--- src/rtl/trig_pkg.sv ---
// Shared types, default sizes and helpers for the trigger coincidence engine.
package trig_pkg;

  typedef enum logic [1:0] {
    IDLE = 2'd0,
    FIRE = 2'd1,
    DEAD = 2'd2
  } trig_state_e;

  localparam int NCH_DEF    = 16;
  localparam int WIN_W_DEF  = 6;
  localparam int DEAD_W_DEF = 8;
  localparam int PW_W_DEF   = 4;
  localparam int CNT_W_DEF  = 32;
  localparam int ROLL_W_DEF = 26;

  // Popcount result width: enough for up to 32 channels.
  localparam int POP_W = 6;

  function automatic logic [POP_W-1:0] popcount(input logic [31:0] v);
    logic [POP_W-1:0] n;
    n = '0;
    for (int i = 0; i < 32; i++) n = n + POP_W'(v[i]);
    return n;
  endfunction

endpackage

--- src/rtl/trig_stretch.sv ---
// One hit stretcher: reloads to the window length on a hit, then counts down.
// The channel is active while the counter is non-zero.
module trig_stretch #(
  parameter int WIN_W = 6
) (
  input  logic             clk_adc,
  input  logic             nrst,
  input  logic             i_hit,
  input  logic [WIN_W-1:0] i_window,
  output logic             o_active
);

  logic [WIN_W-1:0] r_str;

  // Reload on hit (a held hit keeps reloading), otherwise decay to zero.
  always_ff @(posedge clk_adc or negedge nrst) begin
    if (!nrst)             r_str <= '0;
    else if (i_hit)        r_str <= i_window;
    else if (r_str != '0)  r_str <= r_str - WIN_W'(1);
  end

  assign o_active = (r_str != '0);

endmodule

--- src/rtl/trig_coinc_engine.sv ---
// N-channel trigger combiner: stretch, masked multiplicity coincidence,
// random prescale, single trigger pulse with width and deadtime, plus
// saturating monitoring counters.
// Optional feature: define TRIG_ROLLING_EN to build the rolling (periodic)
// trigger timer; without it cfg_roll_en/cfg_roll_period are ignored.
module trig_coinc_engine
  import trig_pkg::*;
#(
  parameter int NCH    = NCH_DEF,
  parameter int WIN_W  = WIN_W_DEF,
  parameter int DEAD_W = DEAD_W_DEF,
  parameter int PW_W   = PW_W_DEF,
  parameter int CNT_W  = CNT_W_DEF,
  parameter int ROLL_W = ROLL_W_DEF,
  localparam int MULT_W = $clog2(NCH + 1),
  localparam int SEL_W  = $clog2(NCH)
) (
  input  logic              clk_adc,
  input  logic              nrst,
  input  logic [NCH-1:0]    hit_in,
  input  logic [NCH-1:0]    cfg_mask,
  input  logic [MULT_W-1:0] cfg_mult,
  input  logic [WIN_W-1:0]  cfg_window,
  input  logic [DEAD_W-1:0] cfg_dead,
  input  logic [PW_W-1:0]   cfg_width,
  input  logic [31:0]       randnum,
  input  logic [31:0]       prescale,
  input  logic              cfg_roll_en,
  input  logic [ROLL_W-1:0] cfg_roll_period,
  input  logic              cnt_clear,
  input  logic [SEL_W-1:0]  cnt_sel,
  output logic              trig_out,
  output logic              trig_busy,
  output logic [CNT_W-1:0]  hit_count,
  output logic [CNT_W-1:0]  accept_count,
  output logic [CNT_W-1:0]  reject_count
);

  trig_state_e       r_state, w_next;
  logic [NCH-1:0]    r_hit_q, r_hit_d, w_active, w_rise;
  logic [31:0]       w_masked, r_rand_q, r_pre_q;
  logic [POP_W-1:0]  w_mult_ext;
  logic              r_coinc, r_pass, w_roll_exp;
  logic              w_fire_entry, w_acc_inc, w_rej_inc;
  logic [PW_W-1:0]   r_pw, w_pw_load;
  logic [DEAD_W-1:0] r_dead;
  logic [CNT_W-1:0]  r_acc, r_rej, r_hit_count;
  logic [CNT_W-1:0]  r_hit_cnt [NCH];
  logic [CNT_W-1:0]  w_cnt_pad [2**SEL_W];

  // E1: register raw hits; keep a delayed copy for edge detection.
  always_ff @(posedge clk_adc or negedge nrst) begin
    if (!nrst) begin
      r_hit_q <= '0;
      r_hit_d <= '0;
    end else begin
      r_hit_q <= hit_in;
      r_hit_d <= r_hit_q;
    end
  end

  // E2: per-channel stretchers.
  for (genvar g = 0; g < NCH; g++) begin : g_str
    trig_stretch #(.WIN_W(WIN_W)) u_str (
      .clk_adc  (clk_adc),
      .nrst     (nrst),
      .i_hit    (r_hit_q[g]),
      .i_window (cfg_window),
      .o_active (w_active[g])
    );
  end

  assign w_rise     = r_hit_q & ~r_hit_d;
  assign w_masked   = 32'(w_active & cfg_mask);
  assign w_mult_ext = POP_W'(cfg_mult);
  assign w_pw_load  = (cfg_width == '0) ? PW_W'(1) : cfg_width;

  // E3: coincidence decision and prescale pass, aligned to each other.
  always_ff @(posedge clk_adc or negedge nrst) begin
    if (!nrst) begin
      r_coinc  <= 1'b0;
      r_pass   <= 1'b0;
      r_rand_q <= '0;
      r_pre_q  <= '0;
    end else begin
      r_coinc  <= (cfg_mult != '0) && (popcount(w_masked) >= w_mult_ext);
      r_rand_q <= randnum;
      r_pre_q  <= prescale;
      r_pass   <= (r_rand_q <= r_pre_q);
    end
  end

`ifdef TRIG_ROLLING_EN
  logic [ROLL_W-1:0] r_roll;

  assign w_roll_exp = cfg_roll_en && (cfg_roll_period != '0) &&
                      (r_roll == cfg_roll_period - ROLL_W'(1));

  // Rolling timer: runs in IDLE while enabled, restarts on every fire.
  always_ff @(posedge clk_adc or negedge nrst) begin
    if (!nrst)                             r_roll <= '0;
    else if (w_fire_entry)                 r_roll <= '0;
    else if (r_state == IDLE && cfg_roll_en) r_roll <= r_roll + ROLL_W'(1);
  end
`else
  logic w_unused;
  assign w_roll_exp = 1'b0;
  assign w_unused   = ^{cfg_roll_en, cfg_roll_period};
`endif

  // E4: FSM state register.
  always_ff @(posedge clk_adc or negedge nrst) begin
    if (!nrst) r_state <= IDLE;
    else       r_state <= w_next;
  end

  // Next-state logic; a coincidence takes priority over roll expiry.
  always_comb begin
    w_next = r_state;
    case (r_state)
      IDLE: begin
        if (r_coinc && r_pass) w_next = FIRE;
        else if (r_coinc)      w_next = DEAD;
        else if (w_roll_exp)   w_next = FIRE;
      end
      FIRE:    if (r_pw <= PW_W'(1)) w_next = DEAD;
      DEAD:    if (r_dead == '0)     w_next = IDLE;
      default: w_next = IDLE;
    endcase
  end

  // FSM outputs and counter strobes.
  always_comb begin
    trig_out     = (r_state == FIRE);
    trig_busy    = (r_state != IDLE);
    w_fire_entry = (r_state == IDLE) && (w_next == FIRE);
    w_acc_inc    = (r_state == IDLE) && r_coinc && r_pass;
    w_rej_inc    = (r_state == IDLE) && r_coinc && !r_pass;
  end

  // Pulse-width / deadtime counters and accept/reject monitors.
  always_ff @(posedge clk_adc or negedge nrst) begin
    if (!nrst) begin
      r_pw   <= '0;
      r_dead <= '0;
      r_acc  <= '0;
      r_rej  <= '0;
    end else begin
      case (r_state)
        IDLE: begin
          if (w_fire_entry)   r_pw   <= w_pw_load;
          else if (w_rej_inc) r_dead <= cfg_dead;
        end
        FIRE: begin
          r_pw <= r_pw - PW_W'(1);
          if (r_pw <= PW_W'(1)) r_dead <= cfg_dead;
        end
        DEAD:    if (r_dead != '0) r_dead <= r_dead - DEAD_W'(1);
        default: ;
      endcase
      if (cnt_clear) begin
        r_acc <= '0;
        r_rej <= '0;
      end else begin
        if (w_acc_inc && r_acc != '1) r_acc <= r_acc + CNT_W'(1);
        if (w_rej_inc && r_rej != '1) r_rej <= r_rej + CNT_W'(1);
      end
    end
  end

  // Saturating per-channel rising-edge counters, independent of the mask.
  always_ff @(posedge clk_adc or negedge nrst) begin
    if (!nrst) begin
      for (int i = 0; i < NCH; i++) r_hit_cnt[i] <= '0;
    end else begin
      for (int i = 0; i < NCH; i++) begin
        if (cnt_clear)                             r_hit_cnt[i] <= '0;
        else if (w_rise[i] && r_hit_cnt[i] != '1) r_hit_cnt[i] <= r_hit_cnt[i] + CNT_W'(1);
      end
    end
  end

  // Unused select codes read as zero.
  for (genvar g = 0; g < 2**SEL_W; g++) begin : g_pad
    if (g < NCH) begin : g_ch
      assign w_cnt_pad[g] = r_hit_cnt[g];
    end else begin : g_zero
      assign w_cnt_pad[g] = '0;
    end
  end

  // Registered readout mux.
  always_ff @(posedge clk_adc or negedge nrst) begin
    if (!nrst) r_hit_count <= '0;
    else       r_hit_count <= w_cnt_pad[cnt_sel];
  end

  assign hit_count    = r_hit_count;
  assign accept_count = r_acc;
  assign reject_count = r_rej;

endmodule

--- config.mk ---
export PLATFORM = sky130hd
export DESIGN_NAME = trig_coinc_engine
export DESIGN_NICKNAME = d
export VERILOG_FILES = /design/src/rtl/trig_pkg.sv /design/src/rtl/trig_stretch.sv /design/src/rtl/trig_coinc_engine.sv
export SDC_FILE = /design/constraint.sdc
export NUM_CORES = 2
export LEC_CHECK = 0
export ABC_AREA = 1
export BUFFER_PORTS_ARGS = -buffer_cell sky130_fd_sc_hd__buf_4
export CAP_MARGIN = 20
export CORE_MARGIN = 2
export CORE_UTILIZATION = 35
export DETAILED_ROUTE_END_ITERATION = 7
export PLACE_DENSITY = 0.61
export SLEW_MARGIN = 0
export SYNTH_ARGS = -nofsm -noshare
export SYNTH_HDL_FRONTEND = slang
export SYNTH_HIERARCHICAL = 1
export SYNTH_SLANG_ARGS = --single-unit
--- constraint.sdc ---
create_clock -name clk_adc -period 4.2 [get_ports clk_adc]
set_input_delay 1.26 -clock clk_adc [delete_from_list [all_inputs] [get_ports clk_adc]]
set_output_delay 1.26 -clock clk_adc [all_outputs]
set_load 0.005 [all_outputs]
After elaboration in Yosys (flattened, before gate mapping)
Index checks and enable logic that the tools add are counted.

storage, ports and cells
  word-level logic and storage cells = 314
  register bits after elaboration = 816
  output and inout port bits = 98
  input port bits = 153

cells by class
  order comparisons = 4
  bitwise logic cells = 4
  muxes and demuxes = 84
  reduce and logical (&&, ||, !) cells = 85
  eq/ne operators = 26
  add/subtract/negate cells = 67

operators with widths
  kind                                               number
  two-way mux 32 bit                                 38
  adder 32 x 1 -> 32 bit (second input constant)     18
  inequality test 32 bit (second input constant)     18
  two-way mux 6 bit                                  32
  binary-select mux 32 bit (select 4 bit)            1
  adder 6 x 1 -> 6 bit (second input constant)       16
  nonzero test 6 bit                                 16
  subtractor 6 x 1 -> 6 bit (second input constant)  16
  nonzero test 2 bit                                 36
  adder 6 x 1 -> 6 bit                               10
  AND 16 bit                                         2
  less-or-equal comparator 32 bit                    1
  two-way mux 8 bit                                  4
  logical AND 1 bit                                  24
  case mux 8 bit (3 select lines)                    1
  NOT 16 bit                                         1
  zero test 8 bit                                    1
  two-way mux 2 bit                                  4
  two-way mux 4 bit                                  2
  inequality test 2 bit (second input constant)      4
  case mux 4 bit (2 select lines)                    1
  nonzero test 8 bit                                 1
  subtractor 8 x 1 -> 8 bit (second input constant)  1
  adder 5 x 1 -> 6 bit                               1
  other kinds (20)                                   21

Logic depth before layout (Yosys ltp)
  depth after elaboration = 35
  depth in mapped cells = 24
  gate-level depth less buffers = 24

Hierarchy
Netlist, hierarchy kept.

modules (own cells, without submodules)
  module             sequential area each (sq um)  times used  area an instance (sq um)  cells each
  trig_coinc_engine  18017.3                       1           49607.6                   7630
  trig_stretch       150.1                         16          391.6                     52

Worst setup path before layout
No wires, ideal clock.

  path type = input to register
  from = input cfg_mask[0]
  to = register r_coinc
  stages = 17
  data arrival time = 4.862 ns
  setup slack = -0.785 ns
  path buffers = 0
  data required time = 4.077 ns
  setup time = 0.123 ns
  path through = nand2_1 -> inv_1 -> fa_1 -> inv_1 -> fa_1 -> fa_1 -> inv_1 -> fa_1 -> ha_1 -> fa_1 -> xor2_1 -> ha_1 -> a21o_1 -> a21oi_1 -> nand3_1 -> o31ai_1 -> inv_1

on the way
  word-level cells in the longest chain between the ends = 34

RTL lines
  element                              line                     source
  from (decl)                          trig_coinc_engine.sv:21  input logic [NCH-1:0] cfg_mask,
  AND 16 bit                           trig_coinc_engine.sv:74  assign w_masked = 32'(w_active & cfg_mask);
  adder 1 x 1 -> 2 bit                 trig_pkg.sv:23           for (int i = 0; i < 32; i++) n = n + POP_W'(v[i]);
  adder 2 x 1 -> 3 bit                 trig_pkg.sv:23
  adder 3 x 1 -> 4 bit                 trig_pkg.sv:23
  adder 4 x 1 -> 5 bit                 trig_pkg.sv:23
  adder 5 x 1 -> 6 bit                 trig_pkg.sv:23
  adder 6 x 1 -> 6 bit (26 in series)  trig_pkg.sv:23
  >= comparator 6 x 5 -> 1 bit         trig_coinc_engine.sv:86  r_coinc <= (cfg_mult != '0) && (popcount(w_masked) >= w_mult_ext);
  logical AND 1 bit                    trig_coinc_engine.sv:86
  to (signal assigned)                 trig_coinc_engine.sv:86
  to (decl)                            trig_coinc_engine.sv:43  logic r_coinc, r_pass, w_roll_exp;

Every way passes these cells.
A chain may end at the register's enable or synchronous reset.

Worst setup path in the final report
  from = register g_str[13].u_str.r_str[1]
  to = register r_coinc

on the way
  word-level cells in the longest chain between the ends = 23

RTL lines
  element                              line                     source
  from (decl)                          trig_stretch.sv:13       logic [WIN_W-1:0] r_str;
  from (signal assigned)               trig_stretch.sv:18       else if (i_hit) r_str <= i_window;
  from (signal assigned)               trig_stretch.sv:19       else if (r_str != '0) r_str <= r_str - WIN_W'(1);
  nonzero test 6 bit                   trig_stretch.sv:22       assign o_active = (r_str != '0);
  via w_active[13]                     trig_coinc_engine.sv:40  logic [NCH-1:0] r_hit_q, r_hit_d, w_active, w_rise;
  AND 16 bit                           trig_coinc_engine.sv:74
  adder 6 x 1 -> 6 bit (19 in series)  trig_pkg.sv:23
  >= comparator 6 x 5 -> 1 bit         trig_coinc_engine.sv:86
  logical AND 1 bit                    trig_coinc_engine.sv:86

The timed path passes the listed nets, and every way through them passes these cells.

==> summary.md <==
| Metric | Value |
|---|---|
| Avg Inst Size Synth | 6.60 µm² |
| Vias in the first global route | between 50000 and 60000 |
| Die W | roughly 400 µm |
| CTS H-tree depth | 3 |
| CTS Buf Count | between 100 and 150 |
| Post-Synth XOR/XNOR Area | 0.0326 |
| Layout cells sized above 1 | 0.0981 |
| Crit-path slowest cell | fa_1 |
| #FFs+latches synth | 816 |
| VDD IR max | ~0.35 mV |
| Startpoint Class | flop |
| Peak per-stage delay on the critical path | 0.53 ns |
| Die area | ~160000 µm² |
| Final worst-path cycle share | 1.05 |
| Fin nets | approximately 8900 |
| Lkg Pwr | 27.8 nW |
| Min Tclk post-route | around 4.4 ns |
| Clock edge transition at the registers on the reported setup and hold paths | around 0.06 ns |
| Starting Density | 0.353 |
| Initial antenna violation count | 1 |
| Worst EP required | about 4.8 ns |
| HP Class | in -> async |
| Max-slew headroom | 0.253 |
| Post-Synth Adder-Cell Area | 0.0251 |
| ANT nets after route | 0 |
| Vias | approximately 55000 |
| Multi-input logic area | between 30000 and 40000 µm² |
| I/O Pins | around 250 |
| Setup CP Type | reg -> reg |
| Dpl ws | -0.981 ns |
| Worst-Margin Slew | 1.12 ns |
| Post-synth cell types | 47 |
| Setup total negative slack | -0.228 ns |
| Post-synth EDFFs | 0 |
| Ys Warns | 6 |
| Met3 WL | between 10 and 15 mm |
| First-pass GRT wire length | about 300 mm |
| PortBufs | 223 |
| Crit. End Element | flop |
| M1 WL | just under 90 mm |
| Clk_lat worst skew | 0.76 ns |
| Top Metal Used | met5 |
| Crit-path cells | inv_2, ha_4, nand3_4, nand2_2, inv_1, fa_1, fa_1, inv_1, fa_1, inv_1, fa_1, ha_2, buf_4, nand3_1, nand3_1, xor2_1, ha_1, a21o_1, a21oi_2, nand3_1, o31ai_1, inv_1 |
| Crit path max-delay family | adder cells |
| R2r worst-path depth | 22 |
| Compound-cell area share of the yosys netlist | 0.101 |
| Placed insts | about 11000 |
| Die Y | roughly 400 µm |
| Total power | about 0.022 W |
| Final Max Tran Viols | 0 |
| First DRT Iteration DRCs | 4786 |
| Largest net degree at the start of global routing | ~130 |
| Post-DP HPWL | roughly 150 mm |
| Post-synth top flop | dfrtp_1 |
| Seq. cell area | 20400 µm² |
| Asr flop ratio synth | 1.00 |
| CP Data Arrival Time | 5.04 ns |
| Crit Path Max Fanout | 3 |
| Setup WS post-layout | -0.228 ns |
| Portion of netlist area occupied by mux cells | 0 |
| # DRC | 0 |
| CTS root buffer | clkbuf_16 |
| Syn_nets | 8721 |
| Worst flop-to-flop path startpoint | g_str[13].u_str/r_str[1] |
| Final Core Density | 0.403 |
| GRT Total Usage | 0.234 |
| Hold-fix buffers, CTS | 0 |
| Clock Tree Buf Depth | 3 |
| CTS tree | built |
| Met2 WL post-DR | between 80 and 90 mm |
| RePlAce Congestion | 0.994 |
| Pwr dens | between 300 and 400 nW/µm² |
| Area Overhead vs Synth | 14.3% |
| Worst path buffer plus inverter count | 6 |
| Cell Area, Synth | 55900 µm² |
| Register area share after synthesis | 0.365 |
| WL final | 193 mm |
| Via density per instance | 5.12 |
| R2r setup slk | -0.23 ns |
| Num Clock Sinks | 816 |
| Core Rows | between 100 and 150 |
| Placeable Area | 158000 µm² |
| Max cap viols | 0 |
| Post-Synth Simple-Gate Area | 0.394 |
| RSZ-0062 raised after global routing | yes |
| Status | finished, violations left |
| Failing checks | negative setup slack |
| Initial DRT Pass Iterations | 6 |
| Critical R2R Capture | r_coinc |
| Fillers | 16600 |
| Setup violations, final | 1 |
| Endpoints failing hold | 0 |
| Total gr overflow | 0 |
| Post-Synthesis Cells | between 8000 and 9000 |
| Largest family of logic cells by synthesized area | simple AND/OR/NAND/NOR gates |
| Routed len/inst | 17.8 µm |
| Layout Skew | approximately 0.066 ns |
| Fmax | 0.226 GHz |
| Fin cells | ~11000 |
-- flip-flops by register name, summed over array words and instances (netlist names) --
register / cells
r_pass: 1
g_str.u_str/r_str: 96
r_hit_cnt: 512
r_pw: 4
r_dead: 8
r_rand_q: 32
r_hit_d: 16
r_state: 2
r_hit_q: 16
accept_count: 32
r_coinc: 1
hit_count: 32
r_pre_q: 32
reject_count: 32
-- cell families (layout without fill, tap and decap cells) --
| group | Yosys count | after routing |
|---|---|---|
| fa+ha+maj | 106 | 106 |
| flops | 816 | 816 |
| compound gates | 1050 | 1050 |
| xor+xnor | 208 | 208 |
| simple gates | 5242 | 5242 |
| buf+inv | 1040 | 1345 |
| other cells | 0 | 1 |
-- metal layers --
metal,GRT usage,up-vias
li1,-,27400
met4,0.0802,2
met2,0.357,1794
met5,0,-
met1,0.333,26000
met3,0.0379,299
-- placed cells by master, fill, tap and decap left out, types with 7 or more instances in the layout --
master      synthesis  routed
a21oi_1           218     217
buf_12              5      19
buf_4              42     361
bufinv_16           0      20
clkbuf_1           95      14
clkbuf_16           0     104
clkbuf_8            0      19
clkinv_2            6      25
clkinvlp_4          0       7
dfrtp_1           816     816
fa_1               10       9
ha_1               96      89
inv_1             736     726
inv_2              20      29
nand2_1          2848    2844
nand2_2            61      64
nand2_4            15      16
nand3_1           872     872
nand3_4            16      16
nand3b_1           12      12
nand4_1            52      52
nor2_1           1251    1249
nor2_2             16      18
nor2_4             58      58
nor3_1             10      10
o211ai_1           61      61
o21ai_0           473     473
o21ai_1           224     224
o21ai_2            48      48
o21bai_1           11      11
or2_2              27      27
xnor2_1            50      50
xor2_1            158     158
-- worst reg2reg max path: stages (launching register included) --
cell and delay, ns:
dfrtp_1 0.39, inv_2 0.09, ha_4 0.14, nand3_4 0.11, nand2_2 0.07, inv_1 0.05
fa_1 0.48, fa_1 0.49, inv_1 0.05, fa_1 0.53, inv_1 0.05, fa_1 0.44
ha_2 0.20, buf_4 0.13, nand3_1 0.07, nand3_1 0.09, xor2_1 0.17, ha_1 0.29
a21o_1 0.19, a21oi_2 0.10, nand3_1 0.08, o31ai_1 0.07, inv_1 0.06
-- cells in the mapped netlist (27+ instances only) --
| library cell | n | area share |
|---|---|---|
| inv_1 | 736 | 0.049 |
| o211ai_1 | 61 | 0.0082 |
| a21oi_1 | 218 | 0.020 |
| nor2_1 | 1251 | 0.084 |
| nand2_1 | 2848 | 0.19 |
| nor2_4 | 58 | 0.012 |
| or2_2 | 27 | 0.0030 |
| clkbuf_1 | 95 | 0.0064 |
| xnor2_1 | 50 | 0.0078 |
| buf_4 | 42 | 0.0056 |
| ha_1 | 96 | 0.021 |
| nand3_1 | 872 | 0.078 |
| buf_6 | 40 | 0.0081 |
| nand4_1 | 52 | 0.0058 |
| buf_2 | 64 | 0.0057 |
| o21ai_2 | 48 | 0.0075 |
| o21ai_0 | 473 | 0.042 |
| nand2_2 | 61 | 0.0068 |
| xor2_1 | 158 | 0.025 |
| dfrtp_1 | 816 | 0.37 |
| o21ai_1 | 224 | 0.020 |
-- worst max-delay path by stage --
stage,from,to,cells after the start
after global placement,cfg_mask[15],r_coinc,18
after floorplan,cfg_mask[15],r_coinc,17
final,g_str[13].u_str/r_str[1],r_coinc,22
after global routing,g_str[13].u_str/r_str[1],r_coinc,22
after CTS,g_str[11].u_str/r_str[3],r_coinc,21
after detailed placement,cfg_mask[15],r_coinc,18
-- where the power goes --
part	internal [W]	total, W	switching, W
registers	0.00818	0.00851	0.000329
clock network	0.00612	0.0100	0.00390
logic	0.00117	0.00323	0.00206
total	0.0155	0.0218	0.00629
-- area by class of cell --
type / instances / share of cell area
antenna: 1 / 0.0000392
clock buffer: 137 / 0.0457
clock inverter: 54 / 0.0140
inverter: 771 / 0.0459
multi-input combinational: 6606 / 0.485
sequential: 816 / 0.320
tap: 2072 / 0.0406
timing repair buffer: 383 / 0.0490
-- per-stage QoR --
stage	hold WS (ns)	area [µm²]
after floorplan	0.375	55900
after global routing	0.377	63900
final	0.397	63900
after CTS	0.344	63800
after global placement	0.495	59900
after detailed placement	0.504	59900
-- what timing repair did --
| action | 4_1_cts | 5_1_grt |
|---|---|---|
| gates resized for setup | 13 | 14 |
| setup endpoints to repair | 1 | 1 |
| setup buffers | 2 | 5 |
| gates cloned | 0 | 0 |
| pin swaps | 10 | 9 |
(Power assumes the default switching activity.)
